`config.mk`:
```
export PLATFORM = sky130hd
export DESIGN_NAME = action_sequencer_flat
export DESIGN_NICKNAME = d
export VERILOG_FILES = /design/src/rtl/action_sequencer_if.sv /design/src/rtl/action_sequencer.sv /design/src/flat_wrapper.sv
export SDC_FILE = /design/constraint.sdc
export NUM_CORES = 1
export LEC_CHECK = 0
export CAP_MARGIN = 25
export CORE_ASPECT_RATIO = 1.75
export CORE_UTILIZATION = 54
export DETAILED_ROUTE_END_ITERATION = 16
export GPL_TIMING_DRIVEN = 0
export PLACE_DENSITY = 0.88
export SLEW_MARGIN = 20
export SYNTH_ARGS = -nofsm -noshare
export SYNTH_HDL_FRONTEND = slang
export SYNTH_SLANG_ARGS = --single-unit
```
`constraint.sdc`:
```
create_clock -name Clk -period 2.63 [get_ports Clk]
set_clock_uncertainty 0.1 [all_clocks]
set_input_delay 0.263 -clock Clk [delete_from_list [all_inputs] [get_ports Clk]]
set_output_delay 0.263 -clock Clk [all_outputs]
set_load 0.05 [all_outputs]
```
`src/rtl/action_sequencer_if.sv`:
```
// Key levels in, sprite/hitbox controls out, for one fighter.
// The sequencer takes the slave side; the key scanner and renderer take master.
interface action_sequencer_if;
  logic       left;
  logic       right;
  logic       kick;
  logic       fight;
  logic       jump;
  logic       dodge;
  logic [2:0] action;
  logic [3:0] frame_idx;
  logic       move_left;
  logic       move_right;
  logic       facing_left;
  logic       attack_active;
  logic       busy;

  modport master (
    output left, right, kick, fight, jump, dodge,
    input  action, frame_idx, move_left, move_right,
    input  facing_left, attack_active, busy
  );

  modport slave (
    input  left, right, kick, fight, jump, dodge,
    output action, frame_idx, move_left, move_right,
    output facing_left, attack_active, busy
  );
endinterface

```
`src/rtl/action_sequencer.sv`:
```
// Per-player move scheduler: samples keys once per frame, runs a move's
// animation frames and recovery, and buffers one follow-up attack.
module action_sequencer #(
  parameter int KICK_FRAMES  = 6,
  parameter int FIGHT_FRAMES = 4,
  parameter int JUMP_FRAMES  = 8,
  parameter int DODGE_FRAMES = 5,
  parameter int COOLDOWN     = 2,
  parameter int HIT_FRAME    = 2
) (
  input  logic Clk,
  input  logic Reset,
  input  logic frame_tick,
  action_sequencer_if.slave io
);

  typedef enum logic [1:0] {
    S_IDLE,
    S_WALK,
    S_ACTION,
    S_RECOVER
  } state_t;

  localparam logic [2:0] A_STAND = 3'd0;
  localparam logic [2:0] A_WALK  = 3'd1;
  localparam logic [2:0] A_KICK  = 3'd2;
  localparam logic [2:0] A_FIGHT = 3'd3;
  localparam logic [2:0] A_JUMP  = 3'd4;
  localparam logic [2:0] A_DODGE = 3'd5;

  localparam bit NO_CD = (COOLDOWN == 0);
  localparam logic [3:0] CD_INIT =
    NO_CD ? 4'd0 : 4'(COOLDOWN - 1);
  localparam logic [3:0] HIT = 4'(HIT_FRAME);

  state_t     state, nxt_state;
  logic [2:0] act, nxt_act;
  logic [3:0] fidx, nxt_fidx;
  logic [3:0] cd, nxt_cd;
  logic       pv, nxt_pv;
  logic [2:0] pa, nxt_pa;
  logic       face, nxt_face;
  logic       ml, nxt_ml;
  logic       mr, nxt_mr;
  logic       att, nxt_att;
  logic       bsy, nxt_busy;

  logic       req_v;
  logic [2:0] req_a;
  logic       mrg_v;
  logic [2:0] mrg_a;
  logic [3:0] last_idx;
  logic       leave;

  function automatic logic [2:0] rank(
    input logic [2:0] a
  );
    case (a)
      A_DODGE: rank = 3'd4;
      A_JUMP:  rank = 3'd3;
      A_KICK:  rank = 3'd2;
      A_FIGHT: rank = 3'd1;
      default: rank = 3'd0;
    endcase
  endfunction

  function automatic logic [3:0] last_frame(
    input logic [2:0] a
  );
    case (a)
      A_KICK:  last_frame = 4'(KICK_FRAMES - 1);
      A_FIGHT: last_frame = 4'(FIGHT_FRAMES - 1);
      A_JUMP:  last_frame = 4'(JUMP_FRAMES - 1);
      A_DODGE: last_frame = 4'(DODGE_FRAMES - 1);
      default: last_frame = 4'd0;
    endcase
  endfunction

  assign last_idx = last_frame(act);

  always_comb begin
    req_v = 1'b1;
    req_a = A_STAND;
    priority case (1'b1)
      io.dodge: req_a = A_DODGE;
      io.jump:  req_a = A_JUMP;
      io.kick:  req_a = A_KICK;
      io.fight: req_a = A_FIGHT;
      default:  req_v = 1'b0;
    endcase
  end

  // Pending as it stands after this tick's key capture.
  always_comb begin
    mrg_v = pv;
    mrg_a = pa;
    if (req_v && (!pv || rank(req_a) > rank(pa))) begin
      mrg_v = 1'b1;
      mrg_a = req_a;
    end
  end

  always_ff @(posedge Clk) begin
    if (Reset) begin
      state <= S_IDLE;
      act   <= A_STAND;
      fidx  <= 4'd0;
      cd    <= 4'd0;
      pv    <= 1'b0;
      pa    <= A_STAND;
      face  <= 1'b0;
      ml    <= 1'b0;
      mr    <= 1'b0;
      att   <= 1'b0;
      bsy   <= 1'b0;
    end else begin
      state <= nxt_state;
      act   <= nxt_act;
      fidx  <= nxt_fidx;
      cd    <= nxt_cd;
      pv    <= nxt_pv;
      pa    <= nxt_pa;
      face  <= nxt_face;
      ml    <= nxt_ml;
      mr    <= nxt_mr;
      att   <= nxt_att;
      bsy   <= nxt_busy;
    end
  end

  always_comb begin
    nxt_state = state;
    nxt_act   = act;
    nxt_fidx  = fidx;
    nxt_cd    = cd;
    nxt_pv    = pv;
    nxt_pa    = pa;
    nxt_face  = face;
    leave     = 1'b0;
    if (frame_tick) begin
      unique case (state)
        S_IDLE, S_WALK: begin
          nxt_fidx = 4'd0;
          nxt_pv   = 1'b0;
          if (req_v) begin
            nxt_state = S_ACTION;
            nxt_act   = req_a;
          end else if (io.left ^ io.right) begin
            nxt_state = S_WALK;
            nxt_act   = A_WALK;
            nxt_face  = io.left;
          end else begin
            nxt_state = S_IDLE;
            nxt_act   = A_STAND;
          end
        end
        S_ACTION: begin
          nxt_pv = mrg_v;
          nxt_pa = mrg_a;
          if (fidx < last_idx) begin
            nxt_fidx = fidx + 4'd1;
          end else if (!NO_CD) begin
            nxt_state = S_RECOVER;
            nxt_act   = A_STAND;
            nxt_fidx  = 4'd0;
            nxt_cd    = CD_INIT;
          end else begin
            leave = 1'b1;
          end
        end
        S_RECOVER: begin
          nxt_pv   = mrg_v;
          nxt_pa   = mrg_a;
          nxt_act  = A_STAND;
          nxt_fidx = 4'd0;
          if (cd == 4'd0) leave = 1'b1;
          else nxt_cd = cd - 4'd1;
        end
      endcase
      // Follow-up move starts directly, no idle frame in between.
      if (leave) begin
        nxt_fidx = 4'd0;
        nxt_pv   = 1'b0;
        if (mrg_v) begin
          nxt_state = S_ACTION;
          nxt_act   = mrg_a;
        end else begin
          nxt_state = S_IDLE;
          nxt_act   = A_STAND;
        end
      end
    end
  end

  always_comb begin
    nxt_busy = (nxt_state == S_ACTION) ||
               (nxt_state == S_RECOVER);
    nxt_ml   = (nxt_state == S_WALK) && nxt_face;
    nxt_mr   = (nxt_state == S_WALK) && !nxt_face;
    nxt_att  = (nxt_state == S_ACTION) &&
               ((nxt_act == A_KICK) ||
                (nxt_act == A_FIGHT)) &&
               (nxt_fidx == HIT);
  end

  assign io.action        = act;
  assign io.frame_idx     = fidx;
  assign io.move_left     = ml;
  assign io.move_right    = mr;
  assign io.facing_left   = face;
  assign io.attack_active = att;
  assign io.busy          = bsy;

endmodule
```
`src/flat_wrapper.sv`:
```
// flat-port wrapper written by rule: the top's interface ports become plain ports
module action_sequencer_flat 
#(
  parameter int KICK_FRAMES  = 6,
  parameter int FIGHT_FRAMES = 4,
  parameter int JUMP_FRAMES  = 8,
  parameter int DODGE_FRAMES = 5,
  parameter int COOLDOWN     = 2,
  parameter int HIT_FRAME    = 2
)
  (Clk, Reset, frame_tick, io_left, io_right, io_kick, io_fight, io_jump, io_dodge, io_action, io_frame_idx, io_move_left, io_move_right, io_facing_left, io_attack_active, io_busy);
  action_sequencer_if io_i ();
  input  logic Clk;
  input  logic Reset;
  input  logic frame_tick;
  input wire logic [$bits(io_i.left)-1:0] io_left;
  input wire logic [$bits(io_i.right)-1:0] io_right;
  input wire logic [$bits(io_i.kick)-1:0] io_kick;
  input wire logic [$bits(io_i.fight)-1:0] io_fight;
  input wire logic [$bits(io_i.jump)-1:0] io_jump;
  input wire logic [$bits(io_i.dodge)-1:0] io_dodge;
  output wire logic [$bits(io_i.action)-1:0] io_action;
  output wire logic [$bits(io_i.frame_idx)-1:0] io_frame_idx;
  output wire logic [$bits(io_i.move_left)-1:0] io_move_left;
  output wire logic [$bits(io_i.move_right)-1:0] io_move_right;
  output wire logic [$bits(io_i.facing_left)-1:0] io_facing_left;
  output wire logic [$bits(io_i.attack_active)-1:0] io_attack_active;
  output wire logic [$bits(io_i.busy)-1:0] io_busy;
  assign io_i.left = io_left;
  assign io_i.right = io_right;
  assign io_i.kick = io_kick;
  assign io_i.fight = io_fight;
  assign io_i.jump = io_jump;
  assign io_i.dodge = io_dodge;
  assign io_action = io_i.action;
  assign io_frame_idx = io_i.frame_idx;
  assign io_move_left = io_i.move_left;
  assign io_move_right = io_i.move_right;
  assign io_facing_left = io_i.facing_left;
  assign io_attack_active = io_i.attack_active;
  assign io_busy = io_i.busy;
  action_sequencer #(.KICK_FRAMES(KICK_FRAMES), .FIGHT_FRAMES(FIGHT_FRAMES), .JUMP_FRAMES(JUMP_FRAMES), .DODGE_FRAMES(DODGE_FRAMES), .COOLDOWN(COOLDOWN), .HIT_FRAME(HIT_FRAME)) u_core (.Clk(Clk), .Reset(Reset), .frame_tick(frame_tick), .io(io_i));
endmodule
```
==> results of run 1 <==
## worst max path at each step
stage	slack, ns	endpoint	start
after global placement	-0.34	u_core.io.attack_active$_SDFF_PP0_	io_jump
final	0.14	u_core.io.attack_active$_SDFF_PP0_	u_core.pa[1]$_SDFFE_PP0P_
after global routing	-0.08	u_core.io.attack_active$_SDFF_PP0_	u_core.io.action[1]$_SDFF_PP0_
after detailed placement	-0.37	flip-flop	io_jump
after floorplan	0.02	u_core.cd[3]$_SDFFE_PP0P_	u_core.io.action[1]$_SDFF_PP0_
after CTS	0.001	flip-flop	io_jump
## worst max-delay path: cells and delay by family (launching register included)
family | cells | cell delay, ns
AOI/OAI and AO/OA | 3 | 0.63
adders and majority gates | 1 | 0.28
DFF | 1 | 0.34
and+or+nand+nor | 4 | 1.05
## cell usage in the layout, fill, tap and decap left out, types with 2 or more instances in the layout
cell type	n
buf_2	4
nor2_1	15
nand2_1	14
o21ai_1	2
mux2i_1	3
o31ai_1	3
dfxtp_2	2
a211oi_1	3
a21bo_2	2
a21oi_1	16
o2111ai_1	2
inv_1	8
clkbuf_8	3
a221oi_1	3
o21ai_0	5
or2_2	2
clkdlybuf4s50_1	16
or4b_1	2
a31oi_1	2
and2_1	4
dfxtp_1	20
nand2b_1	2
nand3_1	2
dlymetal6s2s_1	3
nor2b_2	2
nor3_1	8
or4_1	3
nor2b_1	4
nor4b_2	4
clkbuf_1	4
ha_1	7
## stage by stage
stage | util | hold WS [ns] | power [uW] | std cells | instance area (um^2)
floorplan | - | 0.244 | 502 | 176 | 1460
global placement | 0.669 | 0.394 | 550 | 221 | 1690
detailed placement | 0.669 | 0.390 | 560 | 221 | 1690
CTS | 0.703 | 0.365 | 880 | 225 | 1770
global route | 0.723 | 0.403 | 928 | 225 | 1820
finish | 0.723 | 0.356 | 892 | 225 | 1820
## cell usage after synthesis, types with 4 or more instances
library cell / n / area, um^2
buf_2: 4 / 20.0
nand2_1: 14 / 52.6
clkbuf_1: 4 / 15.0
ha_1: 7 / 87.6
nor2_1: 16 / 60.1
a21oi_1: 16 / 80.1
nor3_1: 9 / 45.0
inv_1: 8 / 30.0
nor2b_1: 6 / 37.5
o21ai_0: 5 / 25.0
and2_1: 4 / 25.0
dfxtp_1: 22 / 440
## flip-flops by register name, summed over array words and instances (netlist names), named ones only
signal	cells
u_core.io.busy	1
u_core.pa	3
u_core.io.move_right	1
u_core.io.action	2
u_core.io.frame_idx	4
u_core.io.move_left	1
u_core.pv	1
u_core.state	2
u_core.io.attack_active	1
u_core.io.facing_left	1
u_core.cd	4
## cell families (layout without fill, tap and decap cells)
family / Yosys count / after routing / synth area share
and+or+nand+nor: 77 / 77 / 0.321
AOI/OAI and AO/OA: 49 / 49 / 0.239
DFF: 22 / 22 / 0.301
buffers and inverters: 17 / 40 / 0.0521
adders and majority gates: 7 / 7 / 0.0598
muxes: 3 / 3 / 0.0205
xor gates and xnor gates: 1 / 1 / 0.00598
## routing by layer
| metal | vias up | GRT usage |
|---|---|---|
| met5 | - | 0 |
| met4 | 0 | 0.161 |
| met3 | 5 | 0.0658 |
| met2 | 43 | 0.476 |
| met1 | 702 | 0.323 |
| li1 | 701 | - |
## what timing repair did
action | in CTS | in global routing
cloned | 0 | 0
hold buffers | 0 | 0
pin swaps | 0 | 2
resized for setup | 3 | 12
setup endpoints to repair | 3 | 9
## layout make-up
class                      instances  area, um^2
clock buffer                       3        41.3
tap                               26        32.5
buffer                             9        46.3
timing repair buffer              19         198
inverter                           8        30.0
multi-input combinational        137        1000
fill                             193         699
clock inverter                     1        30.0
sequential                        22         443
## power groups by stage
| stage | Combinational (uW) | Sequential, uW | Clock [uW] |
|---|---|---|---|
| 5_1_grt | 229 | 360 | 338 |
| 2_1_floorplan | 121 | 381 | 0 |
| 3_5_place_dp | 195 | 365 | 0 |
| 3_3_place_gp | 185 | 364 | 0 |
| 6_report | 211 | 358 | 323 |
| 4_1_cts | 200 | 357 | 322 |
==> results_dict.tcl, run 1 <==
set metrics [dict create \
    outcome "finished, final reports clean" \
    postCtsSetupBuffers 0 \
    path_cells "nand2b_1 > a21o_1 > ha_1 > nor2b_2 > nor4b_2 > o31ai_1 > a221oi_1 > nor4b_2" \
    synth_area_um2 1460 \
    swShare 0.294 \
    p_seq_frac 0.402 \
    layout.nets 216 \
    async_flop_share 0 \
    wl_met1_um 1530 \
    crit_required_ns 2.71 \
    antenna_found_initial 0 \
    grt_usage 0.292 \
    root_buffer "clkbuf_8" \
    syn_inst 176 \
    cts_tree "built" \
    postSynthAreaPerCell_um2 8.32 \
    hold_violations 0 \
    r2r_setup_slack_ns 0.14 \
    peakVddDrop_v 0.000296 \
    yosys_register_bits 22 \
    path_clk_slew_ns 0.08 \
    ys.flop_type "dfxtp_1" \
    power_switching_uw 262 \
    cp-start-kind "flip-flop" \
    intPower_uw 630 \
    yosysSeqAreaShare 0.301 \
    synth_edf_count 0 \
    finalCriticalPeriod_ns 2.49 \
    crit_type "flip-flop to flip-flop" \
    rr_endpoint "u_core.io.attack_active$_SDFF_PP0_" \
    cp_max_fo 5 \
    wl_met2_um 2120 \
    drtAntennaViolNets 0 \
    setup-tns-final_ns 0 \
    cpMostUsedCell "nor4b_2" \
    io_pins 21 \
    grt_max_degree 14 \
    drt-vias-per-instance 6.45 \
    placementRows 24 \
    rsz0062_at_grt "true" \
    setup_viol 0 \
    highest_layer "met4" \
    maxCapViolCount 0 \
    clkPwrFrac 0.362 \
    drtIter0Drc 78 \
    die_h_um 70.9 \
    period_share 0.947 \
    yosysUniqueCellTypes 52 \
    hold_class "input port to flip-flop" \
    cts.sinks 22 \
    wl_met3_um 117 \
    p_comb_frac 0.236 \
    cp.arrival_ns 2.57 \
    cp_slowest_cell "nor4b_2" \
    synth_warnings 0 \
    synth.net_count 192 \
    vias 1451 \
    htree_num_levels 1 \
    slew_viol_final 0 \
    ctsLongestPathBuffers 2 \
    clk_latency_ns 0.27 \
    max_stage_delay_ns 0.43 \
    timing.rr.start "u_core.pa[1]$_SDFFE_PP0P_" \
    start_util 0.580 \
    wl_um 3800 \
    wl_per_cell_um 16.9 \
    grt_pass1_wl_um 6100 \
    fmaxAchievable_ghz 0.401 \
    drive_above_1_share 0.171 \
    leakage_uw 0.000659 \
    portBuffers 19 \
    worstMarginPinSlew_ns 0.537 \
    coreArea_um2 2520 \
    dp_hpwl_um 2770 \
    hp-start "io_dodge" \
    gp_congestion 0.949 \
    grt_pass1_vias 1411 \
    dr.pass1.iters 4 \
    dieArea_um2 2930 \
    endpoint_kind "flip-flop" \
    hold_depth 4 \
    cellPowerDensity_nw_per_um2 489 \
    synthToLayoutAreaGrowth_pct 24.5 \
    relSlewSlack 0.642 \
    fin_ws_ns 0.139 \
    rr_worst_depth 8 \
    grt-ovfl-total 0 \
    drc 0 \
    post-place-ws_ns -0.367 \
    numCtsBuffers 3 \
    die_w_um 41.4 \
    diodes 0 \
    hold_end "u_core.pa[1]$_SDFFE_PP0P_" \
]
Power figures use the tool's default switching activity.
==> run 2: changes to the inputs <==
--- a/config.mk
+++ b/config.mk
@@ -11,6 +11,7 @@
 export DETAILED_ROUTE_END_ITERATION = 16
 export GPL_TIMING_DRIVEN = 0
 export PLACE_DENSITY = 0.88
+export RECOVER_POWER = 50
 export SLEW_MARGIN = 20
 export SYNTH_ARGS = -nofsm -noshare
 export SYNTH_HDL_FRONTEND = slang
==> results_dict.tcl, run 2 (synthesis results as in run 1) <==
set metrics [dict create \
    path_clk_slew_ns 0.08 \
    cts.sinks 22 \
    final_common_cell "dfxtp_1" \
    path_cells "nand2b_1 > a21o_1 > ha_1 > nor2b_2 > nor4b_2 > o31ai_1 > a221oi_1 > nor4b_2" \
    die_h_um 70.9 \
    crit_required_ns 2.70 \
    setup-tns-final_ns 0 \
    cts-hold-fix-buffers 0 \
    grt_max_degree 14 \
    finalCriticalPeriod_ns 2.50 \
    postCtsSetupBuffers 0 \
    grt-ovfl-total 0 \
    gp_congestion 0.949 \
    wl_um 3780 \
    numCtsBuffers 3 \
    max_stage_delay_ns 0.43 \
    cp_max_fo 5 \
    dr.pass1.iters 6 \
    fillCellCount 193 \
    cp.arrival_ns 2.57 \
    cellPowerDensity_nw_per_um2 488 \
    hold_violations 0 \
    root_buffer "clkbuf_8" \
    htree_num_levels 1 \
    fmaxAchievable_ghz 0.400 \
    drc 0 \
    layout.nets 216 \
    ctsLongestPathBuffers 2 \
    grt_pass1_vias 1411 \
    hold_class "input port to flip-flop" \
    peakVddDrop_v 0.000297 \
    setup_viol 0 \
    grt_pass1_wl_um 6100 \
    coreArea_um2 2520 \
    cp-start-kind "flip-flop" \
    post-place-ws_ns -0.367 \
    endpoint_kind "flip-flop" \
    diodes 0 \
    cp_slowest_cell "nor4b_2" \
    synthToLayoutAreaGrowth_pct 24.5 \
    placementRows 24 \
    fin_ws_ns 0.130 \
    drt-vias-per-instance 6.46 \
    slew_viol_final 0 \
    start_util 0.580 \
    die_w_um 41.4 \
    io_pins 21 \
    dieArea_um2 2930 \
    grt_usage 0.292 \
    drive_above_1_share 0.171 \
    drtIter0Drc 76 \
    leakage_uw 0.000694 \
    worstMarginPinSlew_ns 0.531 \
    dp_hpwl_um 2770 \
    vias 1453 \
    final_cell_mix "dfxtp_1, a21oi_1, nor2_1" \
    maxCapViolCount 0 \
    cts_tree "built" \
    portBuffers 19 \
    outcome "finished, final reports clean" \
    cpMostUsedCell "nor4b_2" \
    drtAntennaViolNets 0 \
    relSlewSlack 0.646 \
    period_share 0.951 \
    crit_type "flip-flop to flip-flop" \
    antenna_found_initial 0 \
    clk_latency_ns 0.27 \
    rsz0062_at_grt "true" \
    wl_per_cell_um 16.8 \
]
==> run 2: cell count changes in the layout (fill, tap and decap cells not counted) <==
cell             before  now
o21ai_0               5    6
o21ai_1               2    1
clkdlybuf4s50_1      16    5
dlygate4sd3_1         0   11
==> run 2: stage by stage <==
stage | total power, uW | instance area [um^2] | utilization | cells | hold WS [ns]
global route | 926 | 1820 | 0.723 | 225 | 0.403
CTS | 880 | 1770 | 0.703 | 225 | 0.365
global placement | 550 | 1690 | 0.669 | 221 | 0.394
floorplan | 502 | 1460 | - | 176 | 0.244
finish | 889 | 1820 | 0.723 | 225 | 0.357
detailed placement | 560 | 1690 | 0.669 | 221 | 0.390
==> run 2: cell type report <==
class / instances / area (um^2) / area share
Buffer: 9 / 46.3 / 0.0254
Clock buffer: 3 / 41.3 / 0.0226
Clock inverter: 1 / 30.0 / 0.0165
Inverter: 8 / 30.0 / 0.0165
Multi-Input combinational cell: 137 / 1000 / 0.550
Sequential cell: 22 / 443 / 0.243
Tap cell: 26 / 32.5 / 0.0178
Timing Repair Buffer: 19 / 198 / 0.108
==> run 2: per-layer routing <==
metal,vias to the layer above,track usage,share of wire
li1,705,-,-
met1,700,0.323,0.40
met2,41,0.476,0.56
met3,7,0.0658,0.030
met4,0,0.161,0.013
met5,-,0,0
==> run 2: timing repair <==
item                                    4_1_cts  5_1_grt
cloned                                        0        0
gates resized for setup                       3       12
pin swaps                                     0        2
endpoints found under the setup margin        3        9
==> run 2: where the power goes <==
group	internal, uW	switching (uW)
clock network	204	119
registers	346	12.4
logic	78.7	130
total	628	261
==> run 2: worst max-delay path, delay by kind of cell, from the launching register on <==
kind | cells | cell delay [ns]
AOI/OAI and AO/OA | 3 | 0.63
adders and majority gates | 1 | 0.28
DFF | 1 | 0.34
and+or+nand+nor | 4 | 1.05
==> run 2: worst paths after layout <==
kind                                                start  depth (start not counted)                            endpoint  slack (ns)
worst min-delay path                             io_dodge                          4           u_core.pa[1]$_SDFFE_PP0P_        0.36
worst max-delay path            u_core.pa[1]$_SDFFE_PP0P_                          8  u_core.io.attack_active$_SDFF_PP0_        0.13
worst min register to register  u_core.cd[3]$_SDFFE_PP0P_                          2           u_core.cd[3]$_SDFFE_PP0P_        0.41
worst max register to register  u_core.pa[1]$_SDFFE_PP0P_                          8  u_core.io.attack_active$_SDFF_PP0_        0.13
==> run 3: changes to the inputs <==
--- a/config.mk
+++ b/config.mk
@@ -11,7 +11,7 @@
 export DETAILED_ROUTE_END_ITERATION = 16
 export GPL_TIMING_DRIVEN = 0
 export PLACE_DENSITY = 0.88
-export RECOVER_POWER = 50
+export RECOVER_POWER = 100
 export SLEW_MARGIN = 20
 export SYNTH_ARGS = -nofsm -noshare
 export SYNTH_HDL_FRONTEND = slang
==> results of run 3 <==
The final DEF is identical to that of run 2; final timing and power are the same.
